--- config.mk ---
export PLATFORM = sky130hd
export DESIGN_NAME = muldiv_sequencer
export DESIGN_NICKNAME = d
export VERILOG_FILES = /design/src/rtl/muldiv_sequencer.sv
export SDC_FILE = /design/constraint.sdc
export NUM_CORES = 1
export LEC_CHECK = 0
export CAP_MARGIN = 10
export CORE_MARGIN = 2
export CORE_UTILIZATION = 45
export CTS_BUF_LIST = sky130_fd_sc_hd__clkbuf_4 sky130_fd_sc_hd__clkbuf_8
export DETAILED_ROUTE_END_ITERATION = 8
export MAX_ROUTING_LAYER = met4
export PLACE_DENSITY = 0.7
export SLEW_MARGIN = 10
export SYNTH_ARGS = -nofsm -noshare
export SYNTH_HDL_FRONTEND = slang
export SYNTH_SLANG_ARGS = --single-unit
--- constraint.sdc ---
create_clock -name clk -period 3.3 [get_ports clk]
set_input_delay 0.66 -clock clk [delete_from_list [all_inputs] [get_ports clk]]
set_output_delay 0.66 -clock clk [all_outputs]
set_load 0.01 [all_outputs]
--- src/rtl/muldiv_sequencer.sv ---
// muldiv_sequencer: radix-2 MULT/MULTU/DIV/DIVU unit writing HI/LO (in: clk reset start op a b rd_hilo; out: busy stall done hi lo); DIV/DIVU built only with MULDIV_DIV_EN
module muldiv_sequencer #(
  parameter int WIDTH = 32
) (
  input  logic             clk,
  input  logic             reset,
  input  logic             start,
  input  logic [1:0]       op,
  input  logic [WIDTH-1:0] a,
  input  logic [WIDTH-1:0] b,
  input  logic             rd_hilo,
  output logic             busy,
  output logic             stall,
  output logic             done,
  output logic [WIDTH-1:0] hi,
  output logic [WIDTH-1:0] lo
);
  localparam int W = WIDTH;
  localparam int CW = $clog2(WIDTH);
  typedef enum logic [1:0] {IDLE, CALC, FIX} state_t;
  state_t state, state_n;
  logic [CW-1:0] cnt;
  logic [2*W:0] p;
  logic [W-1:0] m;
  logic sq, sgn, accept;
  logic [W-1:0] am, bm;
  logic [W:0] msum;
  logic [2*W:0] mstep;
  logic [2*W-1:0] prod;
  assign sgn = ~op[0];
  assign am = (sgn & a[W-1]) ? -a : a;
  assign bm = (sgn & b[W-1]) ? -b : b;
  assign msum = p[2*W:W] + {1'b0, p[0] ? m : {W{1'b0}}};
  assign mstep = {msum, p[W-1:0]} >> 1;
  assign prod = sq ? -p[2*W-1:0] : p[2*W-1:0];
`ifdef MULDIV_DIV_EN
  logic is_div, dz, sr;
  logic [W+1:0] diff;
  logic [2*W:0] sh, dstep;
  logic [W-1:0] q, r;
  assign accept = start & (state == IDLE);
  assign sh = {p[2*W-1:0], 1'b0};
  assign diff = {1'b0, sh[2*W:W]} - {2'b0, m};
  assign dstep = diff[W+1] ? sh : {diff[W:0], p[W-2:0], 1'b1};
  assign q = sq ? -p[W-1:0] : p[W-1:0];
  assign r = sr ? -p[2*W-1:W] : p[2*W-1:W];
`else
  assign accept = start & (state == IDLE) & ~op[1];
`endif
  assign busy = state != IDLE;
  assign stall = busy & (start | rd_hilo);
  always_comb begin
    state_n = state;
    state_n = state == IDLE ? (accept ? CALC : IDLE) : state == CALC ? (cnt == '0 ? FIX : CALC) : IDLE;
  end
  always_ff @(posedge clk) begin
    if (reset) begin
      state <= IDLE;
      cnt <= '0;
      p <= '0;
      m <= '0;
      sq <= 1'b0;
      done <= 1'b0;
      hi <= '0;
      lo <= '0;
`ifdef MULDIV_DIV_EN
      is_div <= 1'b0;
      dz <= 1'b0;
      sr <= 1'b0;
`endif
    end else begin
      state <= state_n;
      done <= state == FIX;
      if (accept) begin
        cnt <= CW'(W - 1);
        sq <= sgn & (a[W-1] ^ b[W-1]);
`ifdef MULDIV_DIV_EN
        is_div <= op[1];
        dz <= op[1] & (b == '0);
        sr <= sgn & a[W-1];
        m <= op[1] ? bm : am;
        p <= {{(W+1){1'b0}}, op[1] ? (b == '0 ? a : am) : bm};
`else
        m <= am;
        p <= {{(W+1){1'b0}}, bm};
`endif
      end
      if (state == CALC) begin
        cnt <= cnt - 1'b1;
`ifdef MULDIV_DIV_EN
        p <= is_div ? (dz ? p : dstep) : mstep;
`else
        p <= mstep;
`endif
      end
      if (state == FIX)
`ifdef MULDIV_DIV_EN
        {hi, lo} <= is_div ? (dz ? {p[W-1:0], {W{1'b1}}} : {r, q}) : prod;
`else
        {hi, lo} <= prod;
`endif
    end
  end
endmodule

Word-level counts from Yosys, hierarchy flattened
Cells that the tools add are included.

word-level totals
  register bits = 169
  input bits = 70
  output and inout port bits = 67
  logic and storage cells = 41

operators by class
  add/subtract/negate cells = 5
  equal/unequal tests = 2
  multiplexer cells = 12
  bitwise logic cells = 10
  reduce and logical (&&, ||, !) cells = 4

operators with widths
  cell                 count
  $mux 64              3
  $mux 32              3
  $neg 32->32          2
  $neg 64->64          1
  $add 32x32->33       1
  $mux 5               2
  $and 1x1->1          6
  $mux 2               3
  $logic_not 5->1      1
  $sub 5x1->5 const B  1
  $reduce_bool 2->1    2
  $eq 2x1->1 const B   1
  $eq 2x2->1 const B   1
  $logic_not 2->1      1
  $not 1->1            2
  $mux 1               1
  $or 1x1->1           1
  $xor 1x1->1          1

Logic depth before layout (Yosys ltp)
  depth after elaboration = 5
  gate-level depth with buffers = 14
  depth with buffers taken out = 12

Least setup slack after synthesis
No wires, ideal clock.

  path kind = register to register
  start point = reg p[0]
  end point = reg p[55]
  library setup time = 125 ps
  arrival = 3,067 ps
  required time = 3,175 ps
  path slack = 108 ps
  stages on the path, launching flop included = 15
  buffers on the path = 2
  period minus slack after synthesis = 3,192 ps
  path through = dfxtp_1 -> clkbuf_1 -> clkbuf_1 -> and2_1 -> ha_1 -> inv_1 -> fa_1 -> nor2b_1 -> o211ai_1 -> a21boi_1 -> a31o_2 -> a21oi_1 -> o311ai_1 -> xnor2_1 -> o21ai_1

on the way
  longest elaborated chain between the ends = 3

ends and longest elaborated chain
  what                    line  source
  start, declared         23    logic [2*W:0] p;
  start signal, assigned  85    p <= {{(W+1){1'b0}}, bm};
  start signal, assigned  93    p <= mstep;
  $mux 32                 33    assign msum = p[2*W:W] + {1'b0, p[0] ? m : {W{1'b0}}};
  $add 32x32->33          33
  $mux 64                 88    if (state == CALC) begin

Every way passes these cells.
A chain may end at the register's enable or synchronous reset.

Worst setup path after layout
  start point = reg p[0]
  end point = reg p[62]

Same word-level chain as after synthesis.

==> metrics <==
outcome=completed; Clock Sinks=between 150 and 200; compound-gate portion of the synthesized area=between 20% and 30%; VDD IR max=about 270 µV; YS warnings=0; Post-CTS Setup Repair Bufs=0; mux cell area share after synthesis=less than 1%; min Tclk post-route=about 3100 ps; crit path cell chain=buf_12 -> and2_1 -> ha_1 -> and3_1 -> and4_1 -> o211ai_1 -> a311oi_1 -> a21oi_1 -> o21a_1 -> or4_1 -> nand3_1; non-filler instance count after layout=between 1500 and 2000; Worst-Skew Late Latency=~470 ps; Antenna Nets Post-Route=0; Yosys cell types=64; CP endpoint kind=flop; PD cells=363 nW/µm²; Pre-antenna DRT Iters=5; Max Root-Sink Buffers=2; initial antenna violation count=2; Hold WC Path Type=in2reg; cell internal pwr=about 3.1 mW; DP Wirelength=between 20000 and 25000 µm; sequential fraction of the synthesis area=between 30% and 40%; switching share of power=between 30% and 40%; DRC=0; overall power=4.59 mW; IO Port Bufs=136; Static Leakage=around 4.6 nW; CP Buf/Inv Count=1; Root Buffer=clkbuf_8; clock buffer count from CTS=17; Switching Power=around 1.4 mW; Area growth syn-to-layout=23.9%; slew margin rel.=between 20% and 30%; largest family of logic cells by synthesized area=compound AO/OA/AOI/OAI gates; Synth Area in XOR/XNOR=about an eighth; share of cells above drive strength 1=under 10%; Post-Syn Instances=approximately 1300; IO Pins=137; Fin Clk Skew=roughly 11 ps; WP depth=11; power share of the sequential group=~48%; total track usage=22.9%; DR iter-0 viols=around 620; CTS tree=yes; Core Box Area=22400 µm²; RSZ-0062 raised after global routing=no; syn_area_per_cell=slightly below 8 µm²; clock transition at the registers of the reported paths=~100 ps; Die W=between 150 and 200 µm; share of synthesized registers carrying an async set or reset=0%; fmax=0.321 GHz; Slew Viols, Final=0; Site Rows=between 50 and 60; worst-margin pin slew=approximately 1100 ps; clock power share=around 33%; total routed wirelength=roughly 27000 µm; post-synth design cell area=10200 µm²; crit path max-delay cell type=or4_1; EDFF count, synth=0; Synthesized Nets=1394; Starting Density=a little under half; Hold Vio Cnt, Final=0; main flop type after synthesis=dfxtp_1; startpoint class of the critical path=flop; Worst R2R Path Depth=11; final period utilization=between 90% and 100%; DIE HEIGHT=roughly 150 µm; Placed Cells incl. Taps=about 1700; # fillers=2124; Worst path top cell family by delay=simple AND/OR/NAND/NOR gates; r2r setup slk=~190 ps; endpoints failing setup=0; routability congestion estimate=about 0.94; largest net degree at the start of global routing=65; Total Nets Final=1544; Hold Crit Depth=2; maximum capacitance violations=0; power share of the combinational group=around a fifth; first-pass GRT wire length=about 44000 µm; Vias per Instance=~5.5; Worst Path Required=about 3700 ps; CP max FO=38; FF+latch count, synth=between 150 and 200; Post-Synth Simple-Gate Area=between 20% and 30%; vias in the first global route=8438; adder-cell share of the synthesized area=under 10%; Max stage delay on crit path=~470 ps; DIE AREA=between 20000 and 25000 µm²; DR vias=9616; number of H-tree levels=4; DR WL/cell=between 15 and 20 µm; GRT Residual Overflow=0; CP Class=reg2reg; area of the multi-input gates=6470 µm²; register area=about 3400 µm²; CP arrival=about 3500 ps
[worst reg2reg max path, delay by kind of cell (launching register included)]
family                     cells  cell delay (ps)
DFF                            1              340
and+or+nand+nor                5             1190
adders and majority gates      1              360
AOI/OAI and AO/OA              4             1010
buffers and inverters          1              170
[path summary, 6_finish.rpt]
kind,to,startpoint
worst max-delay path,p[62]$_SDFFE_PP0P_,p[0]$_SDFFE_PP0P_
worst max register to register,p[62]$_SDFFE_PP0P_,p[0]$_SDFFE_PP0P_
worst min register to register,hi[29]$_SDFFE_PP0P_,hi[29]$_SDFFE_PP0P_
worst min-delay path,p[44]$_SDFFE_PP0P_,reset
[kinds of logic after synthesis]
kind of cell             after synthesis
AO/OA/AOI/OAI                        398
flip-flops                           169
XOR/XNOR                             144
multiplexers                           1
AND/OR/NAND/NOR                      436
adder cells (fa/ha/maj)               38
buffers and inverters                100
[state kept, by name, summed over array words and instances (netlist names)]
signal,cells
sq,1
state,2
m,32
p,64
cnt,5
lo,32
hi,32
done,1
[cells in the mapped netlist (4+ instances only)]
| master | count | area share, % |
|---|---|---|
| dfxtp_1 | 169 | 33 |
| nand2_1 | 134 | 4.9 |
| nor2_1 | 117 | 4.3 |
| xor2_1 | 102 | 8.8 |
| a21oi_1 | 87 | 4.3 |
| o21ai_0 | 81 | 4.0 |
| clkbuf_1 | 68 | 2.5 |
| a211oi_1 | 60 | 4.4 |
| xnor2_1 | 42 | 3.6 |
| and2_1 | 38 | 2.3 |
| ha_1 | 37 | 4.5 |
| o31ai_1 | 34 | 2.5 |
| a22oi_1 | 29 | 2.1 |
| inv_1 | 24 | 0.88 |
| nor3_1 | 23 | 1.1 |
| or3_1 | 23 | 1.4 |
| o21ai_1 | 22 | 1.1 |
| nand3_1 | 19 | 0.93 |
| or4_1 | 15 | 1.1 |
| nand4_1 | 14 | 0.86 |
| nand2b_1 | 11 | 0.67 |
| o41ai_1 | 10 | 0.86 |
| a21o_1 | 9 | 0.66 |
| a31oi_1 | 9 | 0.55 |
| o211ai_1 | 9 | 0.66 |
| buf_1 | 8 | 0.29 |
| o21bai_1 | 8 | 0.59 |
| o22ai_1 | 8 | 0.49 |
| nor2b_1 | 7 | 0.43 |
| a311oi_1 | 5 | 0.43 |
| o21a_1 | 5 | 0.37 |
| or2_1 | 5 | 0.31 |
| or2_2 | 5 | 0.31 |
| and3_1 | 4 | 0.25 |
| nor4_1 | 4 | 0.25 |
| or4_4 | 4 | 0.44 |
[final cells by class]
class                           count  share of cell area, %
Multi-Input combinational cell   1017                   51.2
Sequential cell                   169                   26.8
Timing Repair Buffer              207                   15.2
Tap cell                          285                   2.82
Clock buffer                       17                   1.85
Clock inverter                     15                   1.44
Inverter                           24                  0.713
Antenna cell                        2                 0.0396
[through the flow]
step                hold WS (ps)  util [%]  TNS, ps  worst slack, ps  instance area (µm²)
floorplan                    432         -        0              108                10200
global placement             434      54.5     -851             -214                12200
detailed placement           439      54.5    -1230             -260                12200
CTS                          401      56.3        0              177                12600
global route                 424      56.3        0             26.0                12600
finish                       430      56.3        0              186                12600
[layer usage]
| metal | part of all wire (%) | vias to the layer above | routed length, µm | track usage, % |
|---|---|---|---|---|
| met5 | 0 | - | 0 | - |
| met4 | 1.6 | 0 | 422 | 5.56 |
| met3 | 6.2 | 29 | 1690 | 2.77 |
| met2 | 41 | 289 | 11200 | 31.6 |
| met1 | 51 | 4353 | 13700 | 35.2 |
| li1 | - | 4945 | - | - |
[cell usage in the layout, fill, tap and decap left out, drive strengths merged, types with 4 or more instances in the layout]
master / synthesis / routed
dfxtp: 169 / 169
clkdlybuf4s50: 0 / 135
nand2: 134 / 134
nor2: 117 / 117
o21ai: 103 / 103
xor2: 102 / 102
a21oi: 87 / 87
buf: 8 / 72
a211oi: 60 / 60
xnor2: 42 / 42
and2: 38 / 38
ha: 37 / 37
o31ai: 35 / 35
inv: 24 / 31
a22oi: 29 / 29
nor3: 26 / 26
or3: 23 / 23
nand3: 19 / 19
or4: 19 / 19
clkbuf: 68 / 17
nand4: 14 / 14
o41ai: 13 / 13
nand2b: 11 / 11
or2: 10 / 10
o211ai: 9 / 9
a21o: 9 / 9
a31oi: 9 / 9
o21bai: 8 / 8
o22ai: 8 / 8
nor2b: 7 / 7
o21a: 5 / 5
a311oi: 5 / 5
nor4: 5 / 5
and3: 4 / 4
clkinv: 0 / 4
[power groups by stage]
stage	clock network, mW	logic [mW]	registers [mW]
CTS	1.56	0.861	2.20
finish	1.53	0.862	2.20
detailed placement	0	0.858	2.24
global placement	0	0.849	2.24
global route	1.65	0.948	2.21
floorplan	0	0.524	2.23
[timing repair]
item                                   CTS  global route
setup endpoints to repair                0             1
hold buffers                             0             0
resized for setup                        0             1
endpoints found under the hold margin    0             0
No activity file was read; power rests on OpenSTA's default activity.
